$ cat config.mk
export PLATFORM = sky130hd
export DESIGN_NAME = hazard_ctrl
export DESIGN_NICKNAME = d
export VERILOG_FILES = /design/src/rtl/hazard_pkg.sv /design/src/rtl/hazard_fwd_sel.sv /design/src/rtl/hazard_ctrl.sv
export SDC_FILE = /design/constraint.sdc
export NUM_CORES = 1
export LEC_CHECK = 0
export BUFFER_PORTS_ARGS = -buffer_cell sky130_fd_sc_hd__clkbuf_2
export CORE_AREA = 2 2 59 61
export CTS_BUF_LIST = sky130_fd_sc_hd__clkbuf_4
export CTS_CLUSTER_SIZE = 28
export DETAILED_ROUTE_END_ITERATION = 8
export DIE_AREA = 0 0 61 63
export SLEW_MARGIN = 40
export SYNTH_ARGS = -nofsm -noshare
export SYNTH_HDL_FRONTEND = slang
export SYNTH_SLANG_ARGS = --single-unit
$ cat constraint.sdc
create_clock -name i_clk -period 2.6 [get_ports i_clk]
set_clock_uncertainty 0.2 [all_clocks]
set_input_delay 0.13 -clock i_clk [delete_from_list [all_inputs] [get_ports i_clk]]
set_output_delay 0.13 -clock i_clk [all_outputs]
set_load 0.02 [all_outputs]
$ cat src/rtl/hazard_pkg.sv
// Shared types and constants for the pipeline hazard controller.
package hazard_pkg;

  typedef enum logic [1:0] {
    FWD_NONE = 2'b00,
    FWD_W    = 2'b01,
    FWD_M    = 2'b10
  } fwd_sel_e;

  typedef enum logic {
    IDLE = 1'b0,
    BUSY = 1'b1
  } mc_state_e;

  localparam int unsigned REG_X0 = 0;

endpackage

$ cat src/rtl/hazard_fwd_sel.sv
// Per-operand forwarding select for the E stage; M results win over W results.
module hazard_fwd_sel
  import hazard_pkg::*;
#(
  parameter int REG_AW = 5
) (
  input  logic [REG_AW-1:0] rs_addr,
  input  logic [REG_AW-1:0] rd_addr_M,
  input  logic [REG_AW-1:0] rd_addr_W,
  input  logic              rd_wren_M,
  input  logic              rd_wren_W,
  output fwd_sel_e          fwd_sel
);

  always_comb begin
    fwd_sel = FWD_NONE;
    if (rd_wren_M && (rd_addr_M != REG_AW'(REG_X0)) && (rd_addr_M == rs_addr))
      fwd_sel = FWD_M;
    else if (rd_wren_W && (rd_addr_W != REG_AW'(REG_X0)) && (rd_addr_W == rs_addr))
      fwd_sel = FWD_W;
  end

endmodule

$ cat src/rtl/hazard_ctrl.sv
// Stall/flush/forwarding control for the 5-stage core with multi-cycle unit watchdog.
// Optional saturating performance counters are enabled by defining HAZARD_PERF_CNT_EN.
module hazard_ctrl
  import hazard_pkg::*;
#(
  parameter int REG_AW     = 5,
  parameter int MC_TIMEOUT = 64,
  parameter int CNT_W      = 32
) (
  input  logic              i_clk,
  input  logic              i_rst,
  input  logic [REG_AW-1:0] rs1_addr_D,
  input  logic [REG_AW-1:0] rs2_addr_D,
  input  logic [REG_AW-1:0] rs1_addr_E,
  input  logic [REG_AW-1:0] rs2_addr_E,
  input  logic [REG_AW-1:0] rd_addr_E,
  input  logic [REG_AW-1:0] rd_addr_M,
  input  logic [REG_AW-1:0] rd_addr_W,
  input  logic              rd_wren_E,
  input  logic              rd_wren_M,
  input  logic              rd_wren_W,
  input  logic [1:0]        wb_sel_E,
  input  logic              ld_M,
  input  logic              dmem_ready,
  input  logic              mc_start_E,
  input  logic              mc_done,
  input  logic              br_sel,
  output logic              StallF,
  output logic              StallD,
  output logic              StallE,
  output logic              StallM,
  output logic              FlushD,
  output logic              FlushE,
  output logic              FlushM,
  output logic              FlushW,
  output logic [1:0]        forward_A_E,
  output logic [1:0]        forward_B_E,
  output logic              mc_busy,
  output logic              mc_timeout
`ifdef HAZARD_PERF_CNT_EN
  ,
  output logic [CNT_W-1:0]  stall_cyc_cnt,
  output logic [CNT_W-1:0]  flush_cnt
`endif
);

  localparam int TW = $clog2(MC_TIMEOUT) + 1;

  mc_state_e   state;
  logic [TW-1:0] mc_cnt;
  logic        mc_suppress;
  fwd_sel_e    fwd_a, fwd_b;
  logic        mw, mcs, lus, lus_eff, mc_start_eff, stall_e_raw, br_eff;
  logic        unused_wb_sel;

  assign unused_wb_sel = wb_sel_E[1];

  hazard_fwd_sel #(.REG_AW(REG_AW)) u_fwd_a (
    .rs_addr(rs1_addr_E), .rd_addr_M(rd_addr_M), .rd_addr_W(rd_addr_W),
    .rd_wren_M(rd_wren_M), .rd_wren_W(rd_wren_W), .fwd_sel(fwd_a)
  );

  hazard_fwd_sel #(.REG_AW(REG_AW)) u_fwd_b (
    .rs_addr(rs2_addr_E), .rd_addr_M(rd_addr_M), .rd_addr_W(rd_addr_W),
    .rd_wren_M(rd_wren_M), .rd_wren_W(rd_wren_W), .fwd_sel(fwd_b)
  );

  // After a watchdog abort the stuck instruction's start is masked until E advances.
  assign mc_start_eff = mc_start_E && !mc_suppress;
  assign mw           = ld_M && !dmem_ready;
  assign mcs          = mc_start_eff && !mc_done;
  assign lus          = wb_sel_E[0] && rd_wren_E && (rd_addr_E != REG_AW'(REG_X0)) &&
                        ((rd_addr_E == rs1_addr_D) || (rd_addr_E == rs2_addr_D));
  assign lus_eff      = lus && !mw && !mcs;
  assign stall_e_raw  = mw || mcs;
  assign br_eff       = br_sel && !stall_e_raw;

  always_comb begin
    StallF      = 1'b0;
    StallD      = 1'b0;
    StallE      = 1'b0;
    StallM      = 1'b0;
    FlushD      = 1'b0;
    FlushE      = 1'b0;
    FlushM      = 1'b0;
    FlushW      = 1'b0;
    forward_A_E = FWD_NONE;
    forward_B_E = FWD_NONE;
    if (!i_rst) begin
      StallF      = mw || mcs || lus_eff;
      StallD      = mw || mcs || lus_eff;
      StallE      = stall_e_raw;
      StallM      = mw;
      FlushD      = br_eff;
      FlushE      = br_eff || lus_eff;
      FlushM      = mcs && !mw;
      FlushW      = mw;
      forward_A_E = fwd_a;
      forward_B_E = fwd_b;
    end
  end

  always_ff @(posedge i_clk or posedge i_rst) begin
    if (i_rst) begin
      state       <= IDLE;
      mc_cnt      <= '0;
      mc_timeout  <= 1'b0;
      mc_suppress <= 1'b0;
    end else begin
      if (mc_suppress && !stall_e_raw)
        mc_suppress <= 1'b0;
      if (state == IDLE) begin
        if (mc_start_eff && !mc_done && !mw) begin
          state  <= BUSY;
          mc_cnt <= TW'(1);
        end
      end else begin
        if (mc_done) begin
          state <= IDLE;
        end else if (mc_cnt == TW'(MC_TIMEOUT - 1)) begin
          state       <= IDLE;
          mc_timeout  <= 1'b1;
          mc_suppress <= 1'b1;
        end else begin
          mc_cnt <= mc_cnt + TW'(1);
        end
      end
    end
  end

  assign mc_busy = (state == BUSY);

`ifdef HAZARD_PERF_CNT_EN
  always_ff @(posedge i_clk or posedge i_rst) begin
    if (i_rst) begin
      stall_cyc_cnt <= '0;
      flush_cnt     <= '0;
    end else begin
      if (StallF && (stall_cyc_cnt != '1))
        stall_cyc_cnt <= stall_cyc_cnt + CNT_W'(1);
      if (FlushD && (flush_cnt != '1))
        flush_cnt <= flush_cnt + CNT_W'(1);
    end
  end
`endif

endmodule

## Word level (Yosys, flattened, before mapping)

Index checks and enable logic that the tools add are counted.

- Flip-flop bits (word level): 10
- Input port bits: 47
- Output and inout port bits: 14
- Word-level logic and storage cells: 72

- $add $sub $neg: 1
- Equal/unequal tests: 9
- Multiplexer cells: 24
- Bitwise gates (word level): 1
- Reductions and logical operators: 33

Operator list:

| cell | count |
|---|---|
| 5-bit equality test | 6 |
| 7-bit two-way mux | 4 |
| 1-bit logical AND | 17 |
| 1-bit two-way mux | 16 |
| 5-bit nonzero test | 3 |
| 2-bit two-way mux | 4 |
| 7-bit by 1-bit adder with 7-bit output, second input constant | 1 |
| 7-bit by 6-bit equality test with 1-bit output, second input constant | 1 |
| 1-bit zero test | 6 |
| 3-bit AND reduction | 2 |
| 1-bit logical OR | 4 |
| 2-bit inequality test, second input constant | 2 |
| 2-bit nonzero test | 1 |
| 1-bit inverter | 1 |

## Logic depth before layout (Yosys ltp)

Gate-level depths: netlist (run 1).

- Depth in word-level cells: 10
- Gate-level depth with buffers: 6
- Mapped depth without buffers: 5

## Cells and area by module

Synthesis (run 1) repeated with hierarchy kept, for this count alone.

- Cell total of the unflattened synthesis: 118
- Area total of the unflattened synthesis: 1,011.0 µm²

By module, submodules not included:

| module | times used | cells each | area each (µm²) |
|---|---|---|---|
| hazard_ctrl | 1 | 78 | 708.2 |
| hazard_fwd_sel | 2 | 20 | 151.4 |

## Least setup slack after synthesis (run 1)

OpenSTA, ideal clock, no wires.

- Path type: reg-to-output
- Start: register mc_suppress
- End: output StallF
- Arrival time: 1,665 ps
- Required time: 2,270 ps
- Slack: 605 ps
- Cell stages (with the launch flop): 5
- Buffers on the path: 1
- Cell sequence: dfrtp_1 > or3b_4 > a21oi_1 > o21bai_1 > buf_4

- Word-level cells in the longest chain between the ends: 7
- Elaborated cells on any way between the ends: 8
- Those cells by class: mux: 1; reduce/logical: 7

RTL lines:

| element | RTL line | text |
|---|---|---|
| start, declared | hazard_ctrl.sv:51 | `logic mc_suppress;` |
| start signal, assigned | hazard_ctrl.sv:108 | `mc_suppress <= 1'b0;` |
| start signal, assigned | hazard_ctrl.sv:111 | `mc_suppress <= 1'b0;` |
| start signal, assigned | hazard_ctrl.sv:123 | `mc_suppress <= 1'b1;` |
| 1-bit zero test * | hazard_ctrl.sv:69 | `assign mc_start_eff = mc_start_E && !mc_suppress;` |
| 1-bit logical AND * | hazard_ctrl.sv:69 |  |
| 1-bit logical AND * | hazard_ctrl.sv:71 | `assign mcs = mc_start_eff && !mc_done;` |
| 1-bit zero test | hazard_ctrl.sv:74 | `assign lus_eff = lus && !mw && !mcs;` |
| 1-bit logical AND | hazard_ctrl.sv:74 |  |
| 1-bit logical OR * | n/a |  |
| 1-bit two-way mux * | n/a |  |
| end, declared | hazard_ctrl.sv:28 | `output logic StallF,` |

Every way passes the cells marked *; elsewhere a longest branch is shown, timed or not.

## Final worst setup path (run 1)

- Start: input i_rst
- End: output forward_B_E[0]

- Word-level cells in the longest chain between the ends: 1

RTL lines:

| element | RTL line | text |
|---|---|---|
| start, declared | hazard_ctrl.sv:11 | `input logic i_rst,` |
| 2-bit two-way mux | hazard_ctrl.sv:89 | `if (!i_rst) begin` |
| end, declared | hazard_ctrl.sv:37 | `output logic [1:0] forward_B_E,` |

Every way passes these cells.

==> impl_results.md, run 1 <==
* Area Overhead vs Synth at 39.5%
* Leakage power at 0.649 nW
* H-tree depth at 1
* Area contributors post-synth: dfrtp_1 (26%), xor2_1 (19%), xnor2_1 (9.2%), or4_1 (3.9%), nand3_1 (3.2%)
* Reg-to-Reg Start: mc_suppress
* Net Switching at 0.187 mW
* Main synth FF type: dfrtp_1
* Slew Limit Fails at 0
* CP Launch Type: input port
* Routed Antenna Nets at 0
* VDD IR max at 0.000108 V
* Number of flops mapped to enable cells by yosys at 0
* Placer Congestion at 0.769
* Maxcap violations at 0
* Setup TNS at 0 ns
* YS warnings at 0
* Fin. Hold Viols at 0
* Clk pwr share at 0.193
* RSZ-0062 raised after global routing: false
* CTS buffer count at 3
* Max clock buf depth at 2
* WS Path Type: input port to primary output
* Final wirelength at 2490 um
* Num ports at 61
* Share of the yosys chip area belonging to registers at 0.263
* Fin crit period at 2.26 ns
* Outcome: finished, final reports clean
* Syn Inst Count at 109
* Chip width at 61 um
* Area share of the largest cell type after synthesis at 0.263
* Flop pwr share at 0.408
* Die area at 3840 um2
* Fraction of registers with async set/reset at 1.00
* Fin nets at 220
* DRT iter0 DRCs at 9
* IO buf count at 59
* Die H at 63 um
* Place WS at 0.694 ns
* Synth cell types at 32
* Vias in the first global route at 1091
* First-pass GRT wire length at 4080 um
* Number of diodes at 0
* CTS root buffer: clkbuf_4
* CTS tree: done
* Slew @ Worst Pin at 0.270 ns
* Via density at 4.72
* Wire length per cell at 11.5 um
* Endpoint type of the worst setup path: primary output
* Worst R2R Setup Slack at 0.77 ns
* Initial Utilization at 0.294
* Leading area contributor after synthesis: dfrtp_1
* Critical path arrival at 1.93 ns
* Mapped cell area at 951 um2
* Achievable clock frequency at 443 MHz
* CP startpoint: i_rst
* Worst hold start: dmem_ready
* Share of layout cells above drive strength 1 at 0.412
* Worst Hold Class: input port to register
* CP required at 2.27 ns
* Final setup viols at 0
* Latest clock arrival within the worst-skew pair at 0.25 ns
* # DRC at 0
* Largest net degree at the start of global routing at 13
* Clock-pin slew on the worst setup and hold paths at 0.06 ns
* Final core utilization at 0.410
* DP HPWL at 2230 um
* Sw Share at 0.362
* Via Count at 1019
* Postcts setup bufs at 0
* Mapped Nets at 157
* Antenna violations before repair at 0
* Total internal power at 0.330 mW
* Std cell rows at 21
* Relative slew slack at 0.820
* CTS sink cnt at 10
* Initial DRT Pass Iterations at 4
* Crit path max fanout at 6
* Syn_area_per_cell at 8.72 um2
* Post-synthesis register bit count at 10
* Core Footprint at 3230 um2
* Most common cell after layout, fill and taps aside: clkbuf_2
* Gate power share at 0.399
* Crit path setup slack, layout at 0.341 ns
* Total congestion overflow at 0
* Worst hold slack at 0.0278 ns
* Tcrit/Tclk final at 0.869
* Commonest non-fill, non-tap cells in the layout: clkbuf_2 (59), xor2_1 (21), xnor2_1 (10), dfrtp_1 (10)
* GRT Total Usage at 0.134
* Power per Cell Area at 390 nW/um2
==> final cells by class <==
type,instances,area [um2]
fillers,338,1910
multi-input cells,92,664
inverters,3,11.3
well taps,46,57.6
clock buffers,3,22.5
repair buffers,62,320
flip-flops and latches,10,250
==> worst paths after layout <==
path / end / cells after the start
worst max-delay path: forward_B_E[0] / 7
worst min-delay path: mc_suppress / 3
worst min register to register: mc_timeout / 1
worst max register to register: mc_cnt[5] / 3
max in group asynchronous: mc_cnt[3] / 4
min in group asynchronous: mc_cnt[6] / 4
==> critical path, stage by stage <==
cell	delay (ns)
dlygate4sd3_1	0.53
clkbuf_2	0.15
inv_1	0.09
o211ai_1	0.10
or4_1	0.56
nor4_2	0.16
clkbuf_2	0.21
==> power by group through the flow <==
stage	clock [mW]	sequential [mW]	combinational [mW]
final	0.0996	0.211	0.206
after global routing	0.117	0.215	0.234
after CTS	0.108	0.210	0.210
after detailed placement	0	0.213	0.208
after global placement	0	0.212	0.198
after floorplan	0	0.209	0.123
==> state kept, by name, indices dropped and copies added, names as in the netlist <==
register / cells
mc_suppress: 1
mc_cnt: 7
mc_busy: 1
mc_timeout: 1
==> layer usage <==
layer  share of wire  global-route usage  up-vias
met5               0                   0        -
met4          0.0060              0.0571        0
met3           0.095              0.0166        2
met2            0.53               0.257       45
met1            0.36               0.136      458
li1                -                   -      514
==> per-stage QoR <==
stage	area, um2	cells	power, mW
after floorplan	951	109	0.332
after global placement	1290	212	0.410
after detailed placement	1290	212	0.421
after CTS	1330	216	0.528
after global routing	1330	216	0.565
final	1330	216	0.517
==> kinds of logic after synthesis <==
logic type               synth area share
adder cells (fa/ha/maj)            0.0132
flip-flops                          0.263
buffers and inverters              0.0382
XOR/XNOR                            0.286
AND/OR/NAND/NOR                     0.257
AO/OA/AOI/OAI                       0.143
==> cell usage after synthesis, types with 3 or more instances <==
master and instances:
o31ai_1 4, nand2_1 6, o211ai_1 4, or4_1 5, nand3_1 6, nor2_1 4
inv_1 3, nor3_1 5, dfrtp_1 10, xnor2_1 10, xor2_1 21
==> what timing repair did <==
action | in CTS | in global routing
endpoints found under the hold margin | 10 | 0
hold buffers | 1 | 0
gates resized for setup | 0 | 0
Power figures use the tool's default switching activity.
==> inputs of run 2 (changes only) <==
Settings changed: REMOVE_ABC_BUFFERS from default to 1.
==> run 2 against run 1 <==
Cell count did not move. Sequential power barely moved. Power barely moved. Clock power rose by 4%. First-iteration DRC count rose to 3.1 times the previous value. Cell area did not move. Count of clock-buffer cells in the layout did not move. Register-to-register slack barely moved. Die area did not move. Critical path depth did not move. Critical path type unchanged. Critical endpoint is now forward_A_E[0]. Largest power group unchanged.
==> impl_results.md, run 2 (synthesis gave the netlist of run 1 again) <==
* Via Count at 1022
* Register area at 250 um2
* Vias in the first global route at 1002
* Most common cell after layout, fill and taps aside: clkbuf_2
* Achievable clock frequency at 438 MHz
* Commonest non-fill, non-tap cells in the layout: clkbuf_2 (59), xor2_1 (21), xnor2_1 (10), dfrtp_1 (10)
* Worst r2r dst: mc_cnt[5]
* Placer Congestion at 0.814
* Worst Hold Class: input port to register
* Worst hold slack at 0.0196 ns
* Hold Path Depth at 3
* Place WS at 0.680 ns
* Maxcap violations at 0
* Relative slew slack at 0.822
* Max clock buf depth at 2
* Worst hold start: dmem_ready
* Slew Limit Fails at 0
* Final std cells w/o fill at 216
* First-pass GRT wire length at 3970 um
* DRT iter0 DRCs at 28
* Crit path max fanout at 6
* GRT Total Usage at 0.137
* Hold Path Sink: mc_suppress
* Number of diodes at 0
* Initial DRT Pass Iterations at 4
* Outcome: finished, final reports clean
* Filler cells at 341
* H-tree depth at 1
* RSZ-0062 raised after global routing: false
* Clock-pin slew on the worst setup and hold paths at 0.06 ns
* Reg-to-Reg Start: mc_suppress
* Leakage power at 0.649 nW
* CTS root buffer: clkbuf_4
* Max reg flops at 7
* Final core utilization at 0.410
* Die H at 63 um
* Share of layout cells above drive strength 1 at 0.412
* Final setup viols at 0
* DP HPWL at 2180 um
* Via density at 4.73
* VDD IR max at 0.000106 V
* Slew @ Worst Pin at 0.265 ns
* Crit path setup slack, layout at 0.316 ns
* Chip width at 61 um
* Postcts setup bufs at 0
* CTS sink cnt at 10
* CTS tree: done
* Worst Reg-to-Reg Cells at 3
* Top reg by flops: mc_cnt
* Setup TNS at 0 ns
* CP Launch Type: input port
* Fin. Hold Viols at 0
* Routed Antenna Nets at 0
* IO buf count at 59
* Power per Cell Area at 389 nW/um2
* Multi-input logic area at 664 um2
* Fin nets at 220
* Area Overhead vs Synth at 39.5%
* # DRC at 0
* Core Footprint at 3230 um2
* Total congestion overflow at 0
* Endpoint type of the worst setup path: primary output
* Die area at 3840 um2
* CTS buffer count at 3
* Inst Count DP at 212
* Largest net degree at the start of global routing at 13
* CP required at 2.27 ns
* Tcrit/Tclk final at 0.879
* Worst R2R Setup Slack at 0.77 ns
* WS Path Type: input port to primary output
* Initial Utilization at 0.294
* Std cell rows at 21
* Antenna violations before repair at 0
* Fin crit period at 2.28 ns
* Wire length per cell at 11.5 um
* Critical path arrival at 1.95 ns
* Latest clock arrival within the worst-skew pair at 0.26 ns
* Num ports at 61
* Final wirelength at 2480 um
==> run 2: cell counts in the layout (fill, tap and decap cells not counted) <==
No cell type changed its count.
==> run 2: per-layer routing <==
layer,part of all wire,vias up,track usage
met1,0.38,456,0.137
met5,0,-,0
met2,0.52,46,0.246
met3,0.066,9,0.0269
li1,-,511,-
met4,0.037,0,0.0870
==> run 2: worst max-delay path by stage <==
stage | start | endpoint | slack, ns | depth (start not counted)
after CTS | i_rst | forward_A_E[0] | 0.30 | 7
after global routing | i_rst | forward_A_E[0] | 0.16 | 7
after detailed placement | rd_addr_M[0] | forward_B_E[0] | 0.68 | 6
after global placement | rd_addr_M[0] | forward_B_E[0] | 0.71 | 6
after floorplan | mc_cnt[0] | mc_cnt[5] | 0.58 | 5
final | i_rst | forward_A_E[0] | 0.32 | 7
==> run 2: layout make-up <==
class | count | share of cell area
timing repair buffer | 62 | 0.242
multi-input combinational | 92 | 0.501
sequential | 10 | 0.189
tap | 46 | 0.0434
inverter | 3 | 0.00849
clock buffer | 3 | 0.0170
==> run 2: critical path, stage by stage <==
cell and delay (ns):
dlygate4sd3_1 0.54, clkbuf_2 0.15, inv_1 0.09, o211ai_1 0.10
or4_1 0.59, nor4_2 0.16, clkbuf_2 0.20
==> run 2: report_power, final <==
| part | switching (mW) | internal [mW] | total (mW) |
|---|---|---|---|
| Sequential | 0.0294 | 0.181 | 0.211 |
| Clock | 0.0505 | 0.0534 | 0.104 |
| Combinational | 0.108 | 0.0942 | 0.202 |
| Total | 0.187 | 0.329 | 0.516 |
==> run 2: timing repair <==
| action | 4_1_cts | 5_1_grt |
|---|---|---|
| hold endpoints to repair | 10 | 0 |
| resized for setup | 0 | 0 |
| hold buffers | 1 | 0 |
| setup endpoints to repair | 0 | 0 |
==> run 2: metrics by stage <==
step / area [um2] / power, mW
after global placement: 1290 / 0.410
final: 1330 / 0.516
after CTS: 1330 / 0.526
after global routing: 1330 / 0.566
after floorplan: 926 / 0.328
after detailed placement: 1290 / 0.416
